<file path="config.mk">
export PLATFORM = sky130hd
export DESIGN_NAME = rs232_rx_frame_ctrl
export DESIGN_NICKNAME = d
export VERILOG_FILES = /design/src/rtl/rs232_rx_frame_ctrl.sv
export SDC_FILE = /design/constraint.sdc
export NUM_CORES = 1
export LEC_CHECK = 0
export BUFFER_PORTS_ARGS = -buffer_cell sky130_fd_sc_hd__buf_2
export CAP_MARGIN = 20
export CORE_MARGIN = 3
export CORE_UTILIZATION = 55
export DETAILED_ROUTE_END_ITERATION = 10
export PLACE_DENSITY = 0.75
export SLEW_MARGIN = 5
export SYNTH_ARGS = -nofsm -noshare
export SYNTH_HDL_FRONTEND = slang
export SYNTH_SLANG_ARGS = --single-unit
</file>
<file path="constraint.sdc">
create_clock -name clock -period 2.4 [get_ports clock]
set_clock_uncertainty 0.05 [all_clocks]
set_input_delay 0.48 -clock clock [delete_from_list [all_inputs] [get_ports clock]]
set_output_delay 0.48 -clock clock [all_outputs]
set_load 0.01 [all_outputs]
</file>
<file path="src/rtl/rs232_rx_frame_ctrl.sv">
// Frame controller for the RS-232 byte receiver: hunts SYNC, captures a
// length-prefixed XOR-checked frame, then drains the payload on a valid/ready stream.
module rs232_rx_frame_ctrl #(
    parameter logic [7:0] SYNC_BYTE = 8'hA5,
    parameter int         MAX_LEN   = 16,
    parameter int         LEN_W     = 5
) (
    input  logic             clock,
    input  logic             reset_neg,
    input  logic             rx_dataout_ready,
    input  logic [7:0]       rx_dataout,
    input  logic             rx_endofpacket,
    input  logic             abort,
    output logic             rx_flush,
    output logic             frm_valid,
    input  logic             frm_ready,
    output logic [7:0]       frm_data,
    output logic             frm_last,
    output logic [LEN_W-1:0] frm_len,
    output logic             err_valid,
    output logic [1:0]       err_code,
    output logic             overrun,
    output logic [7:0]       ok_count,
    output logic [7:0]       err_count
);

    localparam int         DEPTH     = 1 << LEN_W;
    localparam logic [7:0] MAX_LEN_B = 8'(MAX_LEN);

    typedef enum logic [2:0] {
        ST_IDLE, ST_LEN, ST_PAYLOAD, ST_CSUM, ST_DRAIN, ST_ERROR
    } state_t;

    typedef enum logic [1:0] {
        E_CSUM = 2'd0, E_LEN = 2'd1, E_TIMEOUT = 2'd2, E_ABORT = 2'd3
    } err_t;

    state_t           state, state_nxt;
    err_t             fault_code;
    logic [LEN_W-1:0] len, len_m1, wr_idx, rd_idx;
    logic [7:0]       csum;
    logic [7:0]       mem [DEPTH];
    logic             rd_last, accept;

    assign len_m1  = len - LEN_W'(1);
    assign rd_last = (rd_idx == len_m1);
    // A byte is consumed only in a capture state and only when no abort overrides it.
    assign accept  = rx_dataout_ready && !abort;

    always_ff @(posedge clock) begin
        if (!reset_neg) state <= ST_IDLE;
        else            state <= state_nxt;
    end

    // NOTE: every signal assigned in a combinational block gets a default first, so no latch is inferred.
    always_comb begin
        state_nxt  = state;
        fault_code = E_CSUM;
        case (state)
            ST_IDLE:
                if (rx_dataout_ready && rx_dataout == SYNC_BYTE) state_nxt = ST_LEN;
            ST_LEN:
                if (abort) begin
                    state_nxt = ST_ERROR; fault_code = E_ABORT;
                end else if (rx_dataout_ready) begin
                    if (rx_dataout == 8'd0 || rx_dataout > MAX_LEN_B) begin
                        state_nxt = ST_ERROR; fault_code = E_LEN;
                    end else begin
                        state_nxt = ST_PAYLOAD;
                    end
                end else if (rx_endofpacket) begin
                    state_nxt = ST_ERROR; fault_code = E_TIMEOUT;
                end
            ST_PAYLOAD:
                if (abort) begin
                    state_nxt = ST_ERROR; fault_code = E_ABORT;
                end else if (rx_dataout_ready) begin
                    if (wr_idx == len_m1) state_nxt = ST_CSUM;
                end else if (rx_endofpacket) begin
                    state_nxt = ST_ERROR; fault_code = E_TIMEOUT;
                end
            ST_CSUM:
                if (abort) begin
                    state_nxt = ST_ERROR; fault_code = E_ABORT;
                end else if (rx_dataout_ready) begin
                    if (rx_dataout == csum) state_nxt = ST_DRAIN;
                    else                    state_nxt = ST_ERROR;
                end else if (rx_endofpacket) begin
                    state_nxt = ST_ERROR; fault_code = E_TIMEOUT;
                end
            ST_DRAIN:
                if (abort) begin
                    state_nxt = ST_ERROR; fault_code = E_ABORT;
                end else if (frm_ready && rd_last) begin
                    state_nxt = ST_IDLE;
                end
            ST_ERROR: state_nxt = ST_IDLE;
            default:  state_nxt = ST_IDLE;
        endcase
    end

    always_comb begin
        frm_valid = (state == ST_DRAIN);
        frm_data  = frm_valid ? mem[rd_idx] : 8'd0;
        frm_last  = frm_valid && rd_last;
        frm_len   = frm_valid ? len : '0;
        err_valid = (state == ST_ERROR);
        rx_flush  = (state == ST_ERROR);
    end

    // NOTE: sequential state uses non-blocking assignments only, so every register samples pre-edge values.
    always_ff @(posedge clock) begin
        if (!reset_neg) begin
            len       <= '0;
            wr_idx    <= '0;
            rd_idx    <= '0;
            csum      <= '0;
            err_code  <= '0;
            overrun   <= 1'b0;
            ok_count  <= '0;
            err_count <= '0;
        end else begin
            if (state_nxt == ST_ERROR) err_code <= fault_code;
            case (state)
                ST_IDLE: begin
                    wr_idx <= '0;
                    rd_idx <= '0;
                    if (abort) overrun <= 1'b0;
                end
                ST_LEN:
                    if (accept) begin
                        len  <= LEN_W'(rx_dataout);
                        csum <= rx_dataout;
                    end
                ST_PAYLOAD:
                    if (accept) begin
                        wr_idx <= wr_idx + LEN_W'(1);
                        csum   <= csum ^ rx_dataout;
                    end
                ST_CSUM:
                    if (accept && rx_dataout == csum) ok_count <= ok_count + 8'd1;
                ST_DRAIN:
                    if (!abort) begin
                        if (frm_ready)        rd_idx  <= rd_idx + LEN_W'(1);
                        if (rx_dataout_ready) overrun <= 1'b1;
                    end
                ST_ERROR: err_count <= err_count + 8'd1;
                default: ;
            endcase
        end
    end

    // NOTE: the payload buffer has no reset; its contents are only read after being written in the same frame.
    always_ff @(posedge clock) begin
        if (state == ST_PAYLOAD && accept) mem[wr_idx] <= rx_dataout;
    end

endmodule

</file>
### Word-level counts from Yosys, hierarchy flattened

Memories as Yosys holds them, arrays and structs flattened. A register that Yosys moved wholly into a read port is not among the register bits.
Cells that the tools add are included.

| word-level totals | value |
|---|---|
| register bits after elaboration | 45 |
| memory bits (writable) | 256 |
| input port bits | 14 |
| memories kept | 1 |

| operators by class | value |
|---|---|
| $add $sub $neg | 5 |
| $lt $le $gt $ge | 1 |
| eq/ne operators | 16 |
| multiplexer cells | 40 |
| bitwise operators | 1 |
| reductions and logical operators | 20 |

Memory list:

| name | words | width | rd ports | clocked after Yosys merged registers in | write ports | line | text |
|---|---|---|---|---|---|---|---|
| mem | 32 | 8 | 1 | 1 | 1 | 42 | `logic [7:0] mem [DEPTH];` |

Operators by type and width:

| kind | count |
|---|---|
| 3-bit two-way mux | 12 |
| 5-bit two-way mux | 6 |
| 8-bit two-way mux | 3 |
| 5-bit one-hot mux with 2 select lines | 2 |
| 8-bit by 1-bit adder with 8-bit output (second input constant) | 2 |
| 8-bit one-hot mux with 2 select lines | 1 |
| 3-bit one-hot mux with 5 select lines | 1 |
| 2-bit two-way mux | 6 |
| 5-bit by 1-bit adder with 5-bit output (second input constant) | 2 |
| 5-bit equality test | 2 |
| 2-bit inequality test (second input constant) | 5 |
| 3-bit equality test (second input constant) | 3 |
| 8-bit equality test | 1 |
| 8-bit equality test (second input constant) | 1 |
| 8-bit by 5-bit > comparator with 1-bit output (second input constant) | 1 |
| 8-bit zero test | 1 |
| 8-bit bitwise XOR | 1 |
| 1-bit two-way mux | 7 |
| 3-bit by 2-bit equality test with 1-bit output (second input constant) | 2 |
| 1-bit logical AND | 6 |
| 2-bit one-hot mux with 3 select lines | 1 |
| 2-bit AND reduction | 3 |
| 3-bit AND reduction | 2 |
| 2-bit nonzero test | 3 |
| other kinds (9) | 9 |

### Logic depth before layout (Yosys ltp)

Gate-level depths: netlist of the first run.

| depth | value |
|---|---|
| depth after elaboration | 7 |
| mapped depth | 8 |

### Worst setup path after synthesis of the first run

Ideal clock, no wire load.

| path | value |
|---|---|
| path type | reg-to-output |
| start point | reg with a tool-made name |
| end point | out frm_data[0] |
| data arrival time | 1.827 ns |
| path slack | 0.043 ns |
| stages on the path, launching flop included | 7 |
| cell sequence | dfxtp_1 buf_6 buf_4 mux4_2 mux4_2 mux2i_1 nor2_1 |

RTL lines:

| element | line | text |
|---|---|---|
| to (decl) | 17 | `output logic [7:0] frm_data,` |

==> flow_summary.json, run 1 <==
{
  "ys_ff_latch": 306,
  "core_mm2": 0.02216,
  "start_util_pct": 56.66,
  "htree_levels": 1,
  "synth_edf_count": 256,
  "cts_tree": "built",
  "slew-limit-headroom_pct": 56.57,
  "area_growth_pct": 18.20,
  "cts_num_sinks": 306,
  "nets": 897,
  "maxClockFrequency_mhz": 307.4,
  "fp.dieW_um": 157.1,
  "finalSetupViolations": 9,
  "hold_buffers": 0,
  "synth.avg_cell_area_um2": 16.90,
  "reg2reg_slack_ns": 0.13,
  "clockBufferDepth": 3,
  "worstPathRequired_ns": 1.87,
  "final_cell_mix": "edfxtp_1 (256), nor2_1 (89), mux4_2 (80)",
  "period_needed_ns": 3.253,
  "drtPass1Iterations": 5,
  "syn_nets": 765,
  "drt-total-wl_um": 29580,
  "grt_pass1_vias": 7506,
  "timing.final.crit_share_pct": 135.5,
  "path_cells": "buf_8 > buf_12 > mux4_2 > mux4_2 > mux2i_2 > nor2_1 > buf_2",
  "grt_pass1_wl_um": 45010,
  "fin_ws_ns": -0.8530,
  "antenna_found_initial": 2,
  "crit_fanout": 7,
  "io_pins": 50,
  "ctsRootBufferMaster": "clkbuf_16",
  "final-hold-violation-count": 0,
  "grt.total_usage_pct": 24.44,
  "die_area_mm2": 0.02468,
  "grt-ovfl-total": 0,
  "path_delay_family": "multiplexers",
  "drive_gt1_share_pct": 32.33,
  "drv_cap": 0,
  "rsz0062_at_grt": "yes",
  "min_to": "wr_idx[1]$_SDFFE_PN0P_",
  "die_h_um": 157.1,
  "gp_congestion": 0.8642,
  "slowest_delay_ns": 0.53,
  "rr_endpoint": "err_code[1]$_SDFFE_PN0N_",
  "power-per-cell-area_mw_per_mm2": 695.5,
  "final_common_cell": "edfxtp_1",
  "vias": 7323,
  "report.final.slew_viol_count": 0,
  "port_buffers": 49,
  "hp-start": "reset_neg",
  "dp_hpwl_um": 18710,
  "synth.yosys.seq_area_share_pct": 69.19,
  "r2r_start": "len[1]$_SDFFE_PN0P_",
  "cp.arrival_ns": 2.72,
  "hold_path_depth": 2,
  "diodes": 0,
  "status": "finished with violations",
  "dp.cells": 1106,
  "crit_type": "flop to output pin",
  "clk_latency_ns": 0.56,
  "tightest_slew_ns": 0.6506,
  "path_buf_inv": 3,
  "r2r_cells": 9,
  "drt_iter0_markers": 799,
  "wl_per_cell_um": 25.07,
  "path_clk_slew_ns": 0.06,
  "detail-route-antenna-nets": 0,
  "finalPower_mw": 10.32,
  "finalHoldWorstSlack_ns": 0.1631,
  "drc": 0,
  "vias_per_cell": 6.206,
  "hold_path.class": "input port to flop",
  "p_leak_nw": 4.955,
  "ys_warn_count": 0,
  "cpMaxStageDelayCell": "mux4_2",
  "row_count": 54,
  "vdd_drop_max_mv": 0.4024,
  "violations": "setup timing",
  "dp_slack_ns": -0.2627,
  "start_kind": "flop",
  "tns_ns": -6.661,
  "async_flop_share_pct": 0,
  "synthesis.area_mm2": 0.01256,
  "ys.flop_type": "edfxtp_1",
  "grt_max_degree": 37,
  "cts-buffers-inserted": 31,
  "crit_top_cell": "mux4_2",
  "synthDistinctLibCells": 53,
  "critPathCaptureType": "output pin",
  "final_cell_count_no_fill": 1180,
  "syn-instance-count": 743
}
[power breakdown]
part	total (mW)	switching, mW	internal, mW
sequential	5.75	0.00391	5.75
clock	4.37	1.94	2.43
combinational	0.198	0.145	0.0525
total	10.3	2.09	8.23
[kinds of logic (layout without fill, tap and decap cells)]
logic type      after synthesis  count (layout)  share of synthesized area [%]
buf+inv                      48             205                          1.774
fa+ha+maj                     8               8                         0.7972
simple gates                180             180                          6.845
mux                          92              92                          15.30
flops                       306             306                          69.19
xor+xnor                     40              40                          2.790
compound gates               69              69                          3.298
[flip-flops by register name, indices dropped and copies added, names as in the netlist, named ones only]
register,count
wr_idx,5
rd_idx,5
err_code,2
overrun,1
err_count,8
len,5
state,3
mem,256
ok_count,8
csum,8
[per-layer routing]
layer,global-route usage (%),share of wire [%],up-vias
met3,5.389,9.0,71
met5,0,0.027,-
met1,32.65,38,3700
li1,-,-,3180
met2,40.96,50,370
met4,7.190,2.9,2
[repair_timing]
action                     4_1_cts  5_1_grt
resized for setup               30       12
pin swaps                        4        6
setup endpoints to repair       16      197
setup buffers                   10        5
cloned                           2        0
[Yosys cell counts, types with 3 or more instances]
cell | number | area (um2)
mux4_2 | 80 | 1802
a31oi_1 | 3 | 18.77
edfxtp_1 | 256 | 7687
xnor2_1 | 8 | 70.07
xor2_1 | 32 | 280.3
nor3_1 | 4 | 20.02
a22oi_1 | 9 | 67.56
nor2_1 | 92 | 345.3
nor2b_1 | 4 | 25.02
dfxtp_1 | 50 | 1001
nand3_1 | 5 | 25.02
buf_2 | 7 | 35.03
nand3b_1 | 4 | 30.03
nand4_1 | 12 | 75.07
and3_1 | 5 | 31.28
nand2_1 | 27 | 101.4
buf_1 | 6 | 22.52
nor4_1 | 3 | 18.77
clkbuf_1 | 19 | 71.32
nand2b_1 | 4 | 25.02
o21ai_0 | 27 | 135.1
mux2i_1 | 12 | 120.1
ha_1 | 8 | 100.1
a21oi_1 | 13 | 65.06
a211oi_1 | 4 | 30.03
buf_4 | 7 | 52.55
inv_1 | 7 | 26.28
[worst reg2reg max path, cell delays in order (launching register included)]
cell	delay, ns
dfxtp_2	0.34
inv_2	0.05
ha_4	0.27
buf_4	0.11
xor2_1	0.13
nand4_1	0.11
a2111oi_0	0.54
a211oi_1	0.23
o2111ai_1	0.22
o21ai_0	0.10
[area by class of cell]
cell class	count	area [um2]
clock buffer	41	833.3
clock inverter	17	86.33
fill	1464	7318
inverter	8	30.03
multi-input combinational	389	3734
sequential	306	8701
tap	280	350.3
timing repair buffer	139	1109
[stage by stage]
| stage | area (um2) | util (%) |
|---|---|---|
| after floorplan | 12560 | - |
| after CTS | 14780 | 66.71 |
| final | 14840 | 66.98 |
| after global placement | 13610 | 61.40 |
| after global routing | 14840 | 66.98 |
| after detailed placement | 13610 | 61.40 |
[how the worst max path moves through the flow]
stage,to,slack [ns],cells after the start
floorplan,frm_data[0],0.04,6
CTS,frm_data[5],-0.83,7
global route,frm_data[2],-0.92,8
detailed placement,frm_data[5],-0.26,6
finish,frm_data[5],-0.85,7
global placement,frm_data[6],-0.25,6
Note: power is estimated with default switching activity, not from simulation.
==> run 2, diff against run 1 <==
--- a/config.mk
+++ b/config.mk
@@ -8,9 +8,9 @@
 export BUFFER_PORTS_ARGS = -buffer_cell sky130_fd_sc_hd__buf_2
 export CAP_MARGIN = 20
 export CORE_MARGIN = 3
-export CORE_UTILIZATION = 55
+export CORE_UTILIZATION = 45
 export DETAILED_ROUTE_END_ITERATION = 10
-export PLACE_DENSITY = 0.75
+export PLACE_DENSITY = 0.64
 export SLEW_MARGIN = 5
 export SYNTH_ARGS = -nofsm -noshare
 export SYNTH_HDL_FRONTEND = slang
==> constraint.sdc (replaced) <==
create_clock -name clock -period 2.4 [get_ports clock]
set_clock_uncertainty 0.05 [all_clocks]
set_input_delay 0.24 -clock clock [delete_from_list [all_inputs] [get_ports clock]]
set_output_delay 0.24 -clock clock [all_outputs]
set_load 0.01 [all_outputs]
==> run 2 against run 1 <==
The run still ends with setup timing left; clock power rose by 7.8%; critical path depth did not move; die area rose by 21%; sequential power barely moved; combinational power barely moved; non-clock buffer count fell by 17; critical endpoint is now frm_data[6]; largest cell class unchanged.
==> flow_summary.json, run 2 (synthesis gave the netlist of run 1 again) <==
{
  "status": "finished with violations",
  "violations": "setup timing",
  "clockBufferDepth": 3,
  "busiest_layer": "met2",
  "clk_latency_ns": 0.56,
  "slew-limit-headroom_pct": 55.10,
  "core_mm2": 0.02718,
  "critPathCaptureType": "output pin",
  "p_leak_nw": 4.905,
  "drt_iter0_markers": 654,
  "met3_usage_pct": 4.018,
  "rsz0062_at_grt": "yes",
  "regArea_mm2": 0.008697,
  "crit_type": "flop to output pin",
  "grt_pass1_vias": 7347,
  "final-hold-violation-count": 0,
  "detail-route-antenna-nets": 0,
  "wl_per_cell_um": 22.84,
  "grt.total_usage_pct": 19.30,
  "vdd_drop_max_mv": 0.4732,
  "drive_gt1_share_pct": 30.58,
  "tns_ns": -4.375,
  "vias": 7107,
  "largest_reg_flops": 256,
  "crit_fanout": 6,
  "grt_use_met1_pct": 26.02,
  "die_area_mm2": 0.02994,
  "hold_path.class": "input port to flop",
  "drc": 0,
  "drv_cap": 0,
  "tightest_slew_ns": 0.6725,
  "grt_max_degree": 38,
  "final_common_cell": "edfxtp_1",
  "dp_slack_ns": -0.1020,
  "post-route-util_pct": 54.80,
  "design_area_mm2": 0.01489,
  "path_clk_slew_ns": 0.06,
  "cp.arrival_ns": 2.68,
  "fin_ws_ns": -0.5707,
  "start_kind": "flop",
  "drt-total-wl_um": 28670,
  "timing.final.crit_share_pct": 123.8,
  "antenna_found_initial": 1,
  "cts_num_sinks": 306,
  "multi_input_area_mm2": 0.003707,
  "grt-ovfl-total": 0,
  "report.final.slew_viol_count": 0,
  "nFillCells": 2177,
  "nets": 880,
  "dpl_cell_area_mm2": 0.01365,
  "finalSetupViolations": 8,
  "die_h_um": 173.0,
  "maxClockFrequency_mhz": 336.6,
  "finalPower_mw": 10.66,
  "final_cell_mix": "edfxtp_1 (256), nor2_1 (90), mux4_2 (80)",
  "diodes": 0,
  "cts-buffers-inserted": 31,
  "vias_per_cell": 5.663,
  "top_register": "mem",
  "drtPass1Iterations": 5,
  "grt_pass1_wl_um": 44220,
  "io_pins": 50,
  "gp_congestion": 0.8061,
  "row_count": 60,
  "fp.dieW_um": 173.0,
  "cts_tree": "built",
  "power-per-cell-area_mw_per_mm2": 715.8,
  "ctsRootBufferMaster": "clkbuf_16",
  "grt.met2_usage_pct": 32.66,
  "area_growth_pct": 18.59,
  "htree_levels": 1,
  "worstPathRequired_ns": 2.11,
  "start_util_pct": 46.21,
  "period_needed_ns": 2.971,
  "port_buffers": 49,
  "dp_hpwl_um": 18930
}
run 2: final timing paths:
path              cells past startpoint                  from  slack (ns)                   end
hold / removal                        4        rx_endofpacket        0.05   state[1]$_SDFF_PN0_
setup reg to reg                      5   state[1]$_SDFF_PN0_        0.21  mem[11][5]$_DFFE_PP_
setup / recovery                      7                  flop       -0.57           frm_data[6]
hold reg to reg                       2  overrun$_SDFFE_PN0P_        0.44  overrun$_SDFFE_PN0P_
run 2: per-stage QoR:
step | std cells | hold WS (ns)
after CTS | 1255 | 0.02376
after global routing | 1255 | 0.06336
after floorplan | 743 | 0.2889
final | 1255 | 0.05007
after global placement | 1188 | 0.4152
after detailed placement | 1188 | 0.4352
run 2: cell type report:
type	instances	share of cell area (%)
multi-input combinational	389	24.89
clock buffer	36	5.402
timing repair buffer	122	6.612
tap	372	3.126
clock inverter	22	1.361
inverter	8	0.2016
sequential	306	58.40
run 2: layer usage:
layer | vias to the layer above | share of wire (%)
met5 | - | 0.21
met2 | 289 | 49
li1 | 3152 | -
met4 | 4 | 1.8
met1 | 3610 | 41
met3 | 52 | 7.4
run 2: power by group:
group	switching [mW]	total (mW)	internal (mW)
clock	1.98	4.71	2.73
sequential	0.00391	5.75	5.75
combinational	0.144	0.195	0.0509
run 2: worst max-delay path, cell delays in order (launching register included):
cell and delay (ns):
dfxtp_4 0.44, buf_12 0.15, buf_16 0.13, mux4_2 0.49
mux4_2 0.49, mux2i_1 0.20, nor2_1 0.08, buf_2 0.14
run 2: timing repair:
item,CTS,global route
gates cloned,3,0
gates resized for setup,14,10
hold buffers,3,0
pin swaps,0,3
setup endpoints to repair,9,123
endpoints found under the hold margin,4,0
setup buffers,3,2
